## config.mk

```make
export PLATFORM = sky130hd
export DESIGN_NAME = mem_stage_load_unit
export DESIGN_NICKNAME = d
export VERILOG_FILES = /design/src/rtl/mem_load_pkg.sv /design/src/rtl/mem_stage_load_unit_extract.sv /design/src/rtl/mem_stage_load_unit.sv
export SDC_FILE = /design/constraint.sdc
export NUM_CORES = 1
export LEC_CHECK = 0
export BUFFER_PORTS_ARGS = -buffer_cell sky130_fd_sc_hd__buf_2
export CAP_MARGIN = 20
export CELL_PAD_IN_SITES_DETAIL_PLACEMENT = 0
export CELL_PAD_IN_SITES_GLOBAL_PLACEMENT = 1
export CORE_MARGIN = 3
export CORE_UTILIZATION = 38
export CTS_CLUSTER_DIAMETER = 80
export DETAILED_ROUTE_END_ITERATION = 8
export HOLD_SLACK_MARGIN = 0.08
export PLACE_DENSITY = 0.8
export SYNTH_ARGS = -nofsm -noshare
export SYNTH_HDL_FRONTEND = slang
export SYNTH_SLANG_ARGS = --single-unit
```

## constraint.sdc

```tcl
create_clock -name clk -period 3.3 [get_ports clk]
set_input_delay 0.66 -clock clk [delete_from_list [all_inputs] [get_ports clk]]
set_output_delay 0.66 -clock clk [all_outputs]
set_load 0.05 [all_outputs]
```

## src/rtl/mem_load_pkg.sv

```systemverilog
// Shared encodings for the MEM-stage load unit: load types, FSM states and
// the alignment rule applied before a read is issued.
package mem_load_pkg;

  // LoadType encodings from the Exec/Mem register; 101-111 behave as LW.
  localparam logic [2:0] LT_LW  = 3'b000;
  localparam logic [2:0] LT_LH  = 3'b001;
  localparam logic [2:0] LT_LHU = 3'b010;
  localparam logic [2:0] LT_LB  = 3'b011;
  localparam logic [2:0] LT_LBU = 3'b100;

  typedef enum logic [1:0] {
    S_IDLE = 2'd0,
    S_WAIT = 2'd1,
    S_DONE = 2'd2
  } state_t;

  // Byte loads are always aligned; halfwords need bit 0 clear; words need both bits clear.
  function automatic logic misaligned(input logic [2:0] lt, input logic [1:0] off);
    logic bad;
    case (lt)
      LT_LB, LT_LBU:  bad = 1'b0;
      LT_LH, LT_LHU:  bad = off[0];
      default:        bad = (off != 2'b00);
    endcase
    return bad;
  endfunction

endpackage

```

## src/rtl/mem_stage_load_unit_extract.sv

```systemverilog
// Purely combinational lane select and sign/zero extension of a memory word.
module load_extract
  import mem_load_pkg::*;
(
  input  logic [31:0] dm_rdata,
  input  logic [1:0]  addr_lo,
  input  logic [2:0]  load_type,
  output logic [31:0] data
);

  logic [7:0]  byte_sel;
  logic [15:0] half_sel;

  assign byte_sel = dm_rdata[{addr_lo, 3'b000} +: 8];
  assign half_sel = addr_lo[1] ? dm_rdata[31:16] : dm_rdata[15:0];

  // Pick the addressed lane(s) and extend according to the load type.
  always_comb begin
    data = dm_rdata;
    case (load_type)
      LT_LB:   data = {{24{byte_sel[7]}}, byte_sel};
      LT_LBU:  data = {24'h0, byte_sel};
      LT_LH:   data = {{16{half_sel[15]}}, half_sel};
      LT_LHU:  data = {16'h0, half_sel};
      default: data = dm_rdata;
    endcase
  end

endmodule

```

## src/rtl/mem_stage_load_unit.sv

```systemverilog
// MEM-stage load controller: issues a req/ack read to the multi-cycle data
// memory, stalls the pipeline while it is outstanding, and registers the
// extracted load result. Misaligned loads and timeouts raise one-cycle pulses.
module mem_stage_load_unit
  import mem_load_pkg::*;
#(
  parameter int TIMEOUT = 16
) (
  input  logic        clk,
  input  logic        reset,
  input  logic        MemRead,
  input  logic [2:0]  LoadType,
  input  logic [31:0] Addr,
  output logic        dm_req,
  output logic [29:0] dm_addr,
  input  logic        dm_ack,
  input  logic [31:0] dm_rdata,
  output logic [31:0] read_data,
  output logic        Stall,
  output logic        AddrErr,
  output logic        BusErr
);

  localparam int CW = $clog2(TIMEOUT);
  localparam logic [CW-1:0] CNT_LAST = CW'(TIMEOUT - 1);

  state_t         state_reg, state_next;
  logic           req_reg, req_next;
  logic [29:0]    addr_reg, addr_next;
  logic [31:0]    data_reg, data_next;
  logic           aerr_reg, aerr_next;
  logic           berr_reg, berr_next;
  logic [CW-1:0]  cnt_reg, cnt_next;
  logic [1:0]     off_reg, off_next;
  logic [2:0]     lt_reg, lt_next;
  logic [31:0]    ext_data;
  logic           stall_c;

  load_extract u_extract (
    .dm_rdata  (dm_rdata),
    .addr_lo   (off_reg),
    .load_type (lt_reg),
    .data      (ext_data)
  );

  // Next-state and next-register values; error pulses default low so they last one cycle.
  always_comb begin
    state_next = state_reg;
    req_next   = req_reg;
    addr_next  = addr_reg;
    data_next  = data_reg;
    aerr_next  = 1'b0;
    berr_next  = 1'b0;
    cnt_next   = cnt_reg;
    off_next   = off_reg;
    lt_next    = lt_reg;
    stall_c    = 1'b0;
    case (state_reg)
      S_IDLE: begin
        if (MemRead) begin
          if (misaligned(LoadType, Addr[1:0])) begin
            aerr_next = 1'b1;
          end else begin
            stall_c    = 1'b1;
            off_next   = Addr[1:0];
            lt_next    = LoadType;
            addr_next  = Addr[31:2];
            req_next   = 1'b1;
            cnt_next   = '0;
            state_next = S_WAIT;
          end
        end
      end
      S_WAIT: begin
        stall_c = 1'b1;
        // An ack in the timeout cycle still delivers data.
        if (dm_ack) begin
          data_next  = ext_data;
          req_next   = 1'b0;
          state_next = S_DONE;
        end else if (cnt_reg == CNT_LAST) begin
          data_next  = 32'h0;
          berr_next  = 1'b1;
          req_next   = 1'b0;
          state_next = S_DONE;
        end else begin
          cnt_next = cnt_reg + 1'b1;
        end
      end
      default: begin
        // DONE: pipeline advances this cycle, so return to IDLE unconditionally.
        state_next = S_IDLE;
      end
    endcase
  end

  // State and output registers with asynchronous reset.
  always_ff @(posedge clk or posedge reset) begin
    if (reset) begin
      state_reg <= S_IDLE;
      req_reg   <= 1'b0;
      addr_reg  <= 30'h0;
      data_reg  <= 32'h0;
      aerr_reg  <= 1'b0;
      berr_reg  <= 1'b0;
      cnt_reg   <= '0;
      off_reg   <= 2'b00;
      lt_reg    <= LT_LW;
    end else begin
      state_reg <= state_next;
      req_reg   <= req_next;
      addr_reg  <= addr_next;
      data_reg  <= data_next;
      aerr_reg  <= aerr_next;
      berr_reg  <= berr_next;
      cnt_reg   <= cnt_next;
      off_reg   <= off_next;
      lt_reg    <= lt_next;
    end
  end

  assign dm_req    = req_reg;
  assign dm_addr   = addr_reg;
  assign read_data = data_reg;
  assign AddrErr   = aerr_reg;
  assign BusErr    = berr_reg;
  assign Stall     = stall_c;

endmodule

```

# [Word-level counts from Yosys, hierarchy flattened]
# Index checks and enable logic that the tools add are counted.
[word_totals] latchBits=0 word_cells=69 romBits=0 regBits=76 output_inout_bits=66 n_memories=0 mem_bits_rw=0
[op_classes] reduce_logical=11 addsub=1 shifts=1 multipliers=0 n_div=0 bitwise=1 n_eq_ne=15 mux=31 magnitude_cmp=0
[ops] op="case mux 32 bit (4 select lines)" count=1
[ops] op="two-way mux 32 bit" count=2
[ops] op="indexed part select 32 x 6 -> 8 bit" count=1
[ops] op="two-way mux 16 bit" count=1
[ops] op="two-way mux 4 bit" count=4
[ops] op="two-way mux 1 bit" count=14
[ops] op="== test 3 x 2 -> 1 bit (second input constant)" count=4
[ops] op="two-way mux 2 bit" count=4
[ops] op="!= test 2 bit (second input constant)" count=4
[ops] op="case mux 4 bit (2 select lines)" count=1
[ops] op="== test 3 x 1 -> 1 bit (second input constant)" count=2
[ops] op="== test 3 bit (second input constant)" count=2
[ops] op="case mux 1 bit (2 select lines)" count=3
[ops] op="AND reduction 3 bit" count=2
[ops] op="nonzero test 2 bit" count=3
[ops] op="AND reduction 5 bit" count=1
[ops] op="adder 4 x 1 -> 4 bit (second input constant)" count=1
[ops] op="== test 4 bit (second input constant)" count=1
[ops] op="case mux 2 bit (2 select lines)" count=1
[ops] op="AND reduction 4 bit" count=1
[ops] op="OR reduction 2 bit" count=2
[ops] op="!= test 3 bit (second input constant)" count=1
[ops] op="== test 2 x 1 -> 1 bit (second input constant)" count=1
[ops] op="zero test 2 bit" count=1
[ops] op="2 further kinds" count=2

# [Depth between registers and ports, before layout]
# Gate-level depths: netlist (run 1).
[depth] ltp_word=8 mapped_depth=7 mapped_depth_nobuf=5

# [Cells and area by module]
# From an unflattened synthesis (run 1), not the netlist that was laid out.
[hier_totals] hier_cells=313 area_unflattened_um2=3794.9
[modules_own_cells] mod="mem_stage_load_unit" area_each_um2=2966.6 cells_per_inst=206 n_inst=1 seq_area_each_um2=1901.8
[modules_own_cells] mod="load_extract" area_each_um2=828.3 cells_per_inst=107 n_inst=1 seq_area_each_um2=0.0

# [Worst setup path after synthesis (run 1)]
# No wires, ideal clock.
[synth_timing] path_kind="input-to-output" from="in LoadType[0]" to="out Stall" setup_slack_ns=0.701 stages=5 arrival_ns=1.939 path_cell_list="inv_1 -> maj3_2 -> o221ai_4 -> a21oi_1 -> nor2_1"
[synth_via] elab_chain_cells=8 elab_cells_between_ends=12
[synth_lines] element="from (decl)" line="mem_stage_load_unit.sv:12" source="input logic [2:0] LoadType,"
[synth_lines] element="== test 3 x 1 -> 1 bit, or another cell as far along" line="mem_load_pkg.sv:21" source="case (lt)"
[synth_lines] element="OR reduction 2 bit" line="mem_load_pkg.sv:21"
[synth_lines] element="case mux 1 bit (2 select lines) *" line="mem_load_pkg.sv:21"
[synth_lines] element="two-way mux 1 bit *" line="mem_stage_load_unit.sv:60" source="if (MemRead) begin"
[synth_lines] element="two-way mux 1 bit *" line="mem_stage_load_unit.sv:58" source="case (state_reg)"
[synth_lines] element="two-way mux 1 bit *" line="mem_stage_load_unit.sv:61" source="if (misaligned(LoadType, Addr[1:0])) begin"
[synth_lines] element="two-way mux 1 bit *" line="mem_stage_load_unit.sv:60"
[synth_lines] element="case mux 1 bit (2 select lines) *" line="mem_stage_load_unit.sv:58"
[synth_lines] element="to (decl)" line="mem_stage_load_unit.sv:19" source="output logic Stall,"
# Mark *: on every way between the ends. The rest lies on a longest branch, timed or not. The select of a mux whose other input is x is not followed.

# [Worst setup path in the final report (run 1)]
# Ends and elaborated chain as after synthesis.

==> metrics.yaml, run 1 <==
yosys:
  synth_area_leaders: "dfrtp_1 (50%), mux2_2 (11%), o21ai_0 (3.6%)"
  synth_top_area_share_pct: 50.3
  ys_ff_latch: 76
  yosysSeqAreaShare_pct: 50.3
  syn-num-nets: 416
  synth_warnings: 0
  synth_cell_types: 47
  yosysTopAreaCell: "dfrtp_1"
  synthCells: 344
  synth_area_per_cell_um2: 11.0
  netlist_area_um2: 3780
route:
  drcViolationCount: 0
  wire_per_inst_um: 16.6
  vias: 3164
  first_pass_iters: 4
  drtIter0Drc: 124
  routed_via_density: 5.20
  routed_wl_um: 10100
  ant_nets: 0
setup_path:
  cp-startpoint: "LoadType[0]"
  critPathMostFrequentCell: "buf_2"
  cp_top_family: "buffers and inverters"
  timing.rr.end: "read_data[3]$_DFFE_PP0P_"
  cp.depth: 7
  worst_r2r_startpoint: "lt_reg[0]$_DFFE_PP0P_"
  worstPathCellList: "buf_2 -> inv_1 -> maj3_2 -> o221ai_4 -> a21oi_1 -> nor2_1 -> buf_2"
  crit_arrival_ps: 1830
  slowest_stage: "maj3_2"
  ff2ff_path_depth: 5
  cpPeakStageDelay_ps: 320
  startpoint_type: "input port"
  crit_required_ps: 2640
  worstSetupEndpoint: "Stall"
  path_max_fanout: 5
  cp_num_buf_inv: 3
  end_kind: "primary output"
  r2r_slack_ps: 900
  path_class: "input port to primary output"
sta:
  setup_violations: 0
  fmax_ghz: 0.402
  period_share_pct: 75.4
  slew_headroom_pct: 38.3
  rsz0062_at_grt: "no"
  fin_skew_ps: 11.7
  tns_ps: 0
  finalHoldViolations: 0
  period_minus_slack_ps: 2490
  slew_violations: 0
  worst_pin_slew_ps: 924
finish:
  n_antenna_cell: 0
  largest_reg_flops: 32
  finish.utilization_pct: 50.5
  stdcell_area_um2: 4780
  fillers: 927
  seq_area_um2: 1900
  mostFrequentLayoutCell: "buf_2"
  fin_nets: 547
  synthToLayoutAreaGrowth_pct: 26.4
  final_cell_mix: "buf_2 (136), dfrtp_1 (76), mux2_2 (38)"
  drive_gt1_share_pct: 43.8
  multi_input_area_um2: 1720
place:
  gp_congestion: 0.804
  place_area_um2: 4560
  port_buffers: 136
  dp_hpwl_um: 7430
job:
  drv_cap: 0
cts:
  clkTransAtPathRegs_ps: 90
  cts_sinks: 76
  clock_path_buffers: 2
  cts_resized: 0
  postCtsHoldBufs: 0
  numCtsBuffers: 9
  clk_latency_ps: 350
  cts_tree: "built"
  cts_setup_buffers: 0
  cts-root-buf: "clkbuf_8"
  htreeDepth: 3
floorplan:
  die_w_um: 106
  start_util_pct: 39.9
  die-area_um2: 11200
  coreArea_um2: 9460
  num_io_pins: 137
  fp.dieH_um: 106
  rows: 35
global_routing:
  grt_max_degree: 30
  groute.usage.overall_pct: 18.4
  grt_pass1_wl_um: 16400
  antenna_found_initial: 0
  grt-ovfl-total: 0
  grt_pass1_vias: 3281
power:
  ir_worst_vdd_v: 0.000523
  p_leak_nw: 2.30
  powerDensity_nw_per_um2: 1040
outcome:
  status: "finished clean"
worst_hold_path:
  min_path_type: "input port to asynchronous set/reset pin"
cells in the mapped netlist, drive strengths merged:
library cell  count
nand4b            1
clkinv            1
a22oi             1
xnor2             3
nand2            35
and2              9
nand3b            1
o21a              9
o211ai            1
o221ai            2
o22a              1
a21oi            10
dfrtp            76
a31o              1
o311ai            1
a221oi            8
mux2             44
a311oi            1
inv               7
buf              16
a2111oi           1
and3              3
nand3             2
nand2b            7
a31oi             1
o31ai             6
o22ai             1
clkbuf            8
a221o             3
nor2             24
ha                1
maj3              9
mux2i             3
o21ai            27
a222oi            6
nand4             1
a22o              2
nor2b            10
a32o              1
routing by layer:
metal	global-route usage (%)	up-vias	part of all wire [%]
met5	0	-	0
met4	4.72	0	1.1
met3	5.45	10	9.0
met2	30.6	147	47
met1	23.4	1512	42
li1	-	1495	-
through the flow:
| stage | instances | hold slack, ps | total power [W] | setup WS, ps |
|---|---|---|---|---|
| 2_1_floorplan | 344 | 522 | 0.00360 | 701 |
| 3_3_place_gp | 593 | 457 | 0.00419 | 698 |
| 3_5_place_dp | 593 | 466 | 0.00424 | 643 |
| 4_1_cts | 609 | 317 | 0.00504 | 811 |
| 5_1_grt | 609 | 336 | 0.00529 | 720 |
| 6_report | 609 | 323 | 0.00499 | 813 |
worst register-to-register path: cells and delay by family, from the launching register on:
family	cells	cell delay (ps)
buffers and inverters	1	300
DFF	1	620
AOI/OAI and AO/OA	2	370
and+or+nand+nor	1	810
xor gates and xnor gates	1	190
cell type report:
cell class              instances  area share (%)
well taps                     129            3.38
inverters                       8           0.655
flip-flops and latches         76            39.8
clock inverters                 6            1.86
repair buffers                144            15.5
clock buffers                  10            2.67
multi-input cells             236            36.1
report_power, final:
group / total, W / switching (W) / internal, W
clock: 0.000783 / 0.000356 / 0.000426
sequential: 0.00158 / 0.000284 / 0.00129
combinational: 0.00262 / 0.00185 / 0.000774
total: 0.00499 / 0.00249 / 0.00249
cell families after synthesis:
kind of cell / Yosys count / synth area share [%]
xor+xnor: 3 / 0.895
flops: 76 / 50.3
mux: 47 / 14.5
compound gates: 83 / 15.8
simple gates: 93 / 11.7
buf+inv: 32 / 4.01
fa+ha+maj: 10 / 2.75
how the worst min path moves through the flow:
stage	from	endpoint	slack, ps	cells after the start
after global placement	read_data[30]$_DFFE_PP0P_	read_data[30]$_DFFE_PP0P_	460	2
after global routing	reset	dm_addr[18]$_DFFE_PP0P_	340	2
after detailed placement	read_data[26]$_DFFE_PP0P_	read_data[26]$_DFFE_PP0P_	470	2
final	reset	dm_addr[16]$_DFFE_PP0P_	320	2
after CTS	reset	dm_addr[16]$_DFFE_PP0P_	320	2
after floorplan	cnt_reg[2]$_DFFE_PP0P_	BusErr$_DFF_PP0_	520	2
Power figures use the tool's default switching activity.
==> inputs of run 2 (changes only) <==
--- a/config.mk
+++ b/config.mk
@@ -10,11 +10,11 @@
 export CELL_PAD_IN_SITES_DETAIL_PLACEMENT = 0
 export CELL_PAD_IN_SITES_GLOBAL_PLACEMENT = 1
 export CORE_MARGIN = 3
-export CORE_UTILIZATION = 38
+export CORE_UTILIZATION = 34
 export CTS_CLUSTER_DIAMETER = 80
 export DETAILED_ROUTE_END_ITERATION = 8
 export HOLD_SLACK_MARGIN = 0.08
-export PLACE_DENSITY = 0.8
+export PLACE_DENSITY = 0.75
 export SYNTH_ARGS = -nofsm -noshare
 export SYNTH_HDL_FRONTEND = slang
 export SYNTH_SLANG_ARGS = --single-unit
==> constraint.sdc (replaced) <==
create_clock -name clk -period 2.1 [get_ports clk]
set_input_delay 0.42 -clock clk [delete_from_list [all_inputs] [get_ports clk]]
set_output_delay 0.42 -clock clk [all_outputs]
set_load 0.05 [all_outputs]
==> run 2 against run 1 <==
  * Combinational power grew 65%
  * Worst setup slack worse by 680 ps
  * Cell count rose by 2.1%
  * First-iteration DRC count is 4.8% higher
  * Sequential share of layout area decreased by 0.92 points
  * Power grew 60%
  * Hold slack got worse by 150 ps
  * Clock skew rose by 2.7 ps
  * Global-route usage is 2.3 points lower
  * Utilization down 4.2 points
  * Critical path depth decreased by 1
==> metrics.yaml, run 2 (synthesis gave the netlist of run 1 again) <==
route:
  drtIter0Drc: 130
  routed_wl_um: 9880
  drcViolationCount: 0
  ant_nets: 0
  first_pass_iters: 4
  vias: 3208
  wire_per_inst_um: 15.9
  routed_via_density: 5.16
sta:
  period_share_pct: 93.6
  worst_slack_ps: 134
  rsz0062_at_grt: "no"
  slew_violations: 0
  tns_ps: 0
  setup_violations: 0
  worst_pin_slew_ps: 522
  fin_skew_ps: 14.3
  slew_headroom_pct: 65.0
  fmax_ghz: 0.509
  period_minus_slack_ps: 1970
  hold_ws_ps: 171
  finalHoldViolations: 0
cts:
  postCtsHoldBufs: 0
  numCtsBuffers: 9
  clk_latency_ps: 350
  clkTransAtPathRegs_ps: 90
  htreeDepth: 3
  cts_setup_buffers: 0
  cts_tree: "built"
  cts-root-buf: "clkbuf_8"
  clock_path_buffers: 2
  cts_sinks: 76
  cts_resized: 0
place:
  placed_cells: 606
  port_buffers: 136
  dp_hpwl_um: 7310
  place_ws_ps: 129
  gp_congestion: 0.787
setup_path:
  startpoint_type: "input port"
  crit_arrival_ps: 1550
  path_max_fanout: 5
  cp-startpoint: "Addr[0]"
  slowest_stage: "maj3_2"
  worstPathCellList: "buf_2 -> maj3_2 -> o221ai_4 -> a21oi_1 -> nor2_2 -> buf_2"
  end_kind: "primary output"
  path_class: "input port to primary output"
  cpPeakStageDelay_ps: 330
  critPathMostFrequentCell: "buf_2"
  crit_required_ps: 1680
  worst_r2r_startpoint: "lt_reg[2]$_DFFE_PP0P_"
worst_hold_path:
  min_path_type: "input port to asynchronous set/reset pin"
job:
  drv_cap: 0
floorplan:
  coreArea_um2: 10600
  num_io_pins: 137
  rows: 37
  die-area_um2: 12400
  fp.dieH_um: 111
  die_w_um: 111
  start_util_pct: 35.8
finish:
  stdcell_count: 622
  synthToLayoutAreaGrowth_pct: 29.4
  drive_gt1_share_pct: 44.7
  mostFrequentLayoutCell: "buf_2"
  fillers: 1025
  largest_reg_flops: 32
  multi_input_area_um2: 1730
  seq_area_um2: 1900
  fin_nets: 553
  final_cell_mix: "buf_2 (136), dfrtp_1 (76), mux2_2 (38)"
outcome:
  status: "finished clean"
power:
  ir_worst_vdd_v: 0.000795
  powerDensity_nw_per_um2: 1630
  p_leak_nw: 2.36
global_routing:
  groute.usage.overall_pct: 16.1
  grt_pass1_vias: 3327
  grt-ovfl-total: 0
  antenna_found_initial: 0
  grt_pass1_wl_um: 16400
  grt_max_degree: 77
-- run 2: worst paths after layout --
path                                             end  slack, ps  cells after the start
min                        read_data[19]$_DFFE_PP0P_        170                      3
min reg2reg                read_data[27]$_DFFE_PP0P_        480                      2
max                                            Stall        130                      6
max reg2reg                 read_data[7]$_DFFE_PP0P_        260                      6
max in group asynchronous    dm_addr[22]$_DFFE_PP0P_       1600                      3
min in group clk              dm_addr[6]$_DFFE_PP0P_        300                      2
-- run 2: layer usage --
layer,wire (µm),part of all wire (%),track usage (%)
met5,0,0,0
met2,4500,46,25.3
met1,4410,45,21.7
met4,82,0.83,3.00
met3,888,9.0,5.92
-- run 2: area by class of cell --
type | instances | area share (%)
inverters | 8 | 0.691
multi-input cells | 236 | 35.4
flip-flops and latches | 76 | 38.9
repair buffers | 150 | 17.1
well taps | 136 | 3.48
diodes | 1 | 0.0512
clock inverters | 4 | 1.51
clock buffers | 11 | 2.89
-- run 2: through the flow --
step                      total power, W  cell area [µm²]  utilization [%]
after floorplan                  0.00566             3780                -
after global placement           0.00672             4670             44.2
after detailed placement         0.00679             4670             44.2
after CTS                        0.00804             4880             46.3
after global routing             0.00843             4890             46.3
final                            0.00796             4890             46.3
-- run 2: where the power goes --
group          switching, W  internal (W)
Combinational       0.00298       0.00133
Sequential         0.000370       0.00204
Clock              0.000544      0.000696
-- run 2: critical path, delay by kind of cell --
family                   cells  cell delay, ps
AO/OA/AOI/OAI                2             320
AND/OR/NAND/NOR              1              80
buffers and inverters        2             400
adder cells (fa/ha/maj)      1             330
==> inputs of run 3 (changes only) <==
--- a/config.mk
+++ b/config.mk
@@ -10,11 +10,13 @@
 export CELL_PAD_IN_SITES_DETAIL_PLACEMENT = 0
 export CELL_PAD_IN_SITES_GLOBAL_PLACEMENT = 1
 export CORE_MARGIN = 3
-export CORE_UTILIZATION = 34
+export CORE_UTILIZATION = 35
 export CTS_CLUSTER_DIAMETER = 80
 export DETAILED_ROUTE_END_ITERATION = 8
 export HOLD_SLACK_MARGIN = 0.08
-export PLACE_DENSITY = 0.75
+export PLACE_DENSITY = 0.76
+export SETUP_SLACK_MARGIN = 0.3
 export SYNTH_ARGS = -nofsm -noshare
 export SYNTH_HDL_FRONTEND = slang
+export SYNTH_HIERARCHICAL = 1
 export SYNTH_SLANG_ARGS = --single-unit
==> run 3 against run 2 <==
  * Via count fell by 2.7%
  * Synthesized cell count down 9.0%
  * Maximum frequency rose by 7.7%
  * Worst setup slack better by 140 ps
  * Sequential cell count unchanged
  * Design area is 2.5% higher
  * Critical endpoint is now read_data[28]$_DFFE_PP0P_
  * Area after synthesis increased by 0.46%
  * Clock power rose by 11%
  * Global-route usage up 1.7 points
  * Sequential power up 2%
  * Register-to-register slack is essentially flat
  * Combinational power up 9.0%
==> metrics.yaml, run 3 <==
setup_path:
  worst_r2r_startpoint: "off_reg[1]$_DFFE_PP0P_"
  cp-startpoint: "off_reg[1]$_DFFE_PP0P_"
  cpPeakStageDelay_ps: 560
  ff2ff_path_depth: 4
  worstPathCellList: "mux4_2 -> a22o_4 -> a21o_1 -> a22o_1"
  crit_required_ps: 2340
  slowest_stage: "mux4_2"
  path_max_fanout: 16
  startpoint_type: "flop"
  path_class: "flop to flop"
  end_kind: "flop"
  crit_arrival_ps: 2070
sta:
  period_minus_slack_ps: 1830
  fin_skew_ps: 7.71
  fmax_ghz: 0.548
  finalHoldViolations: 0
  period_share_pct: 87.0
  slew_violations: 0
  setup_violations: 0
  worst_pin_slew_ps: 585
  tns_ps: 0
  slew_headroom_pct: 60.9
  rsz0062_at_grt: "yes"
cts:
  htreeDepth: 3
  cts_tree: "built"
  clkTransAtPathRegs_ps: 80
  cts-root-buf: "clkbuf_8"
  postCtsHoldBufs: 0
  cts_sinks: 76
  clock_path_buffers: 2
  numCtsBuffers: 9
  clk_latency_ps: 350
floorplan:
  die_w_um: 110
  start_util_pct: 36.4
  rows: 37
  fp.dieH_um: 110
  coreArea_um2: 10400
  die-area_um2: 12100
  num_io_pins: 137
yosys:
  synth_top_area_share_pct: 50.1
  synth_cell_types: 48
  syn-num-nets: 385
  synth_area_per_cell_um2: 12.1
  synth_most_common_cell: "dfrtp_1"
  synthCells: 313
  netlist_area_um2: 3790
  synth_ff_type: "dfrtp_1"
  yosysSeqAreaShare_pct: 50.1
  async_flop_share_pct: 100
  yosys-top-cells-count: "dfrtp_1 (76), a22o_1 (32), mux2_2 (31)"
  synth_warnings: 6
  synth_edf_count: 0
  yosysTopAreaCell: "dfrtp_1"
  ys_ff_latch: 76
  synth_area_leaders: "dfrtp_1 (50%), mux2_2 (9.2%), a22o_1 (7.4%)"
finish:
  n_antenna_cell: 0
  fin_nets: 523
  drive_gt1_share_pct: 49.6
  synthToLayoutAreaGrowth_pct: 32.1
  seq_area_um2: 1910
  largest_reg_flops: 32
  stdcell_count: 592
  mostFrequentLayoutCell: "buf_2"
  final_cell_mix: "buf_2 (135), dfrtp_1 (72), a22o_1 (32)"
  fillers: 994
  multi_input_area_um2: 1810
worst_hold_path:
  min_path_type: "input port to asynchronous set/reset pin"
route:
  drtIter0Drc: 152
  wire_per_inst_um: 18.1
  drcViolationCount: 0
  vias: 3120
  ant_nets: 0
  routed_wl_um: 10700
  first_pass_iters: 4
  routed_via_density: 5.27
place:
  gp_congestion: 0.841
  port_buffers: 136
  dp_hpwl_um: 7740
  placed_cells: 574
power:
  power.internal_w: 0.00442
  switchingPower_w: 0.00413
  power_frac_clock_pct: 16.1
  power_frac_seq_pct: 28.8
  combPwrFrac_pct: 55.0
  p_leak_nw: 2.55
  powerDensity_nw_per_um2: 1710
  ir_worst_vdd_v: 0.000869
  switching_share_pct: 48.3
global_routing:
  groute.usage.overall_pct: 17.8
  grt_max_degree: 34
  antenna_found_initial: 0
  grt_pass1_vias: 3157
  grt_pass1_wl_um: 16400
  grt-ovfl-total: 0
job:
  drv_cap: 0
outcome:
  status: "finished clean"
## run 3: changes by cell type after synthesis, sizes merged, moves of 11 or more
cell / before / now
a21o: 0 / 19
a22o: 2 / 33
mux2i: 3 / 14
nand2: 35 / 6
nor2: 24 / 9
## run 3: per-layer routing
layer	wire length (µm)	part of all wire [%]	global-route usage (%)	vias to the layer above
met2	5100	48	27.1	102
met1	4650	43	24.2	1547
met4	116	1.1	7.74	0
met5	0	0	0	-
met3	825	7.7	4.31	8
li1	-	-	-	1463
## run 3: critical path, delay by kind of cell (launching register included)
family,cells,cell delay [ps]
AOI/OAI and AO/OA,3,740
DFF,1,420
muxes,1,560
## run 3: logic make-up (layout without fill, tap and decap cells)
kind of cell / Yosys count / after routing / share of synthesized area, %
flops: 76 / 76 / 50.1
fa+ha+maj: 2 / 2 / 0.593
xor+xnor: 1 / 1 / 0.231
mux: 52 / 52 / 15.3
compound gates: 113 / 113 / 23.2
simple gates: 38 / 38 / 5.80
buf+inv: 31 / 174 / 4.81
## run 3: power groups by stage
stage / clock network [W] / logic [W] / registers [W]
finish: 0.00138 / 0.00470 / 0.00247
global route: 0.00148 / 0.00500 / 0.00255
CTS: 0.00142 / 0.00462 / 0.00246
detailed placement: 0 / 0.00453 / 0.00247
global placement: 0 / 0.00449 / 0.00246
floorplan: 0 / 0.00169 / 0.00423
## run 3: path summary, 6_finish.rpt
kind | end | slack [ps]
worst max register to register | read_data[28]$_DFFE_PP0P_ | 270
max in group asynchronous | read_data[8]$_DFFE_PP0P_ | 1340
worst min-delay path | read_data[28]$_DFFE_PP0P_ | 120
worst max-delay path | read_data[28]$_DFFE_PP0P_ | 270
min in group clk | dm_addr[16]$_DFFE_PP0P_ | 290
worst min register to register | dm_addr[16]$_DFFE_PP0P_ | 490
## run 3: layout make-up
cell class                 count  area share, %
clock buffer                  10           2.75
multi-input combinational    206           36.1
timing repair buffer         151           16.8
tap                          136           3.39
clock inverter                 6           2.22
sequential                    76           38.0
inverter                       7          0.599
## run 3: timing repair
| action | CTS | global route |
|---|---|---|
| cloned | 0 | 0 |
| setup buffers | 0 | 2 |
| gates resized for setup | 10 | 15 |
| endpoints found under the setup margin | 24 | 34 |
| pin swaps | 0 | 6 |
## run 3: metrics by stage
stage                     cell area (µm²)  hold WS, ps  utilization [%]  worst slack (ps)  power (W)
final                                5010          121             48.1               274    0.00855
after global routing                 5010          153             48.1               237    0.00903
after CTS                            4940          119             47.4               288    0.00850
after detailed placement             4650          474             44.6               203    0.00700
after global placement               4650          468             44.6               212    0.00695
after floorplan                      3800          475                -               242    0.00591
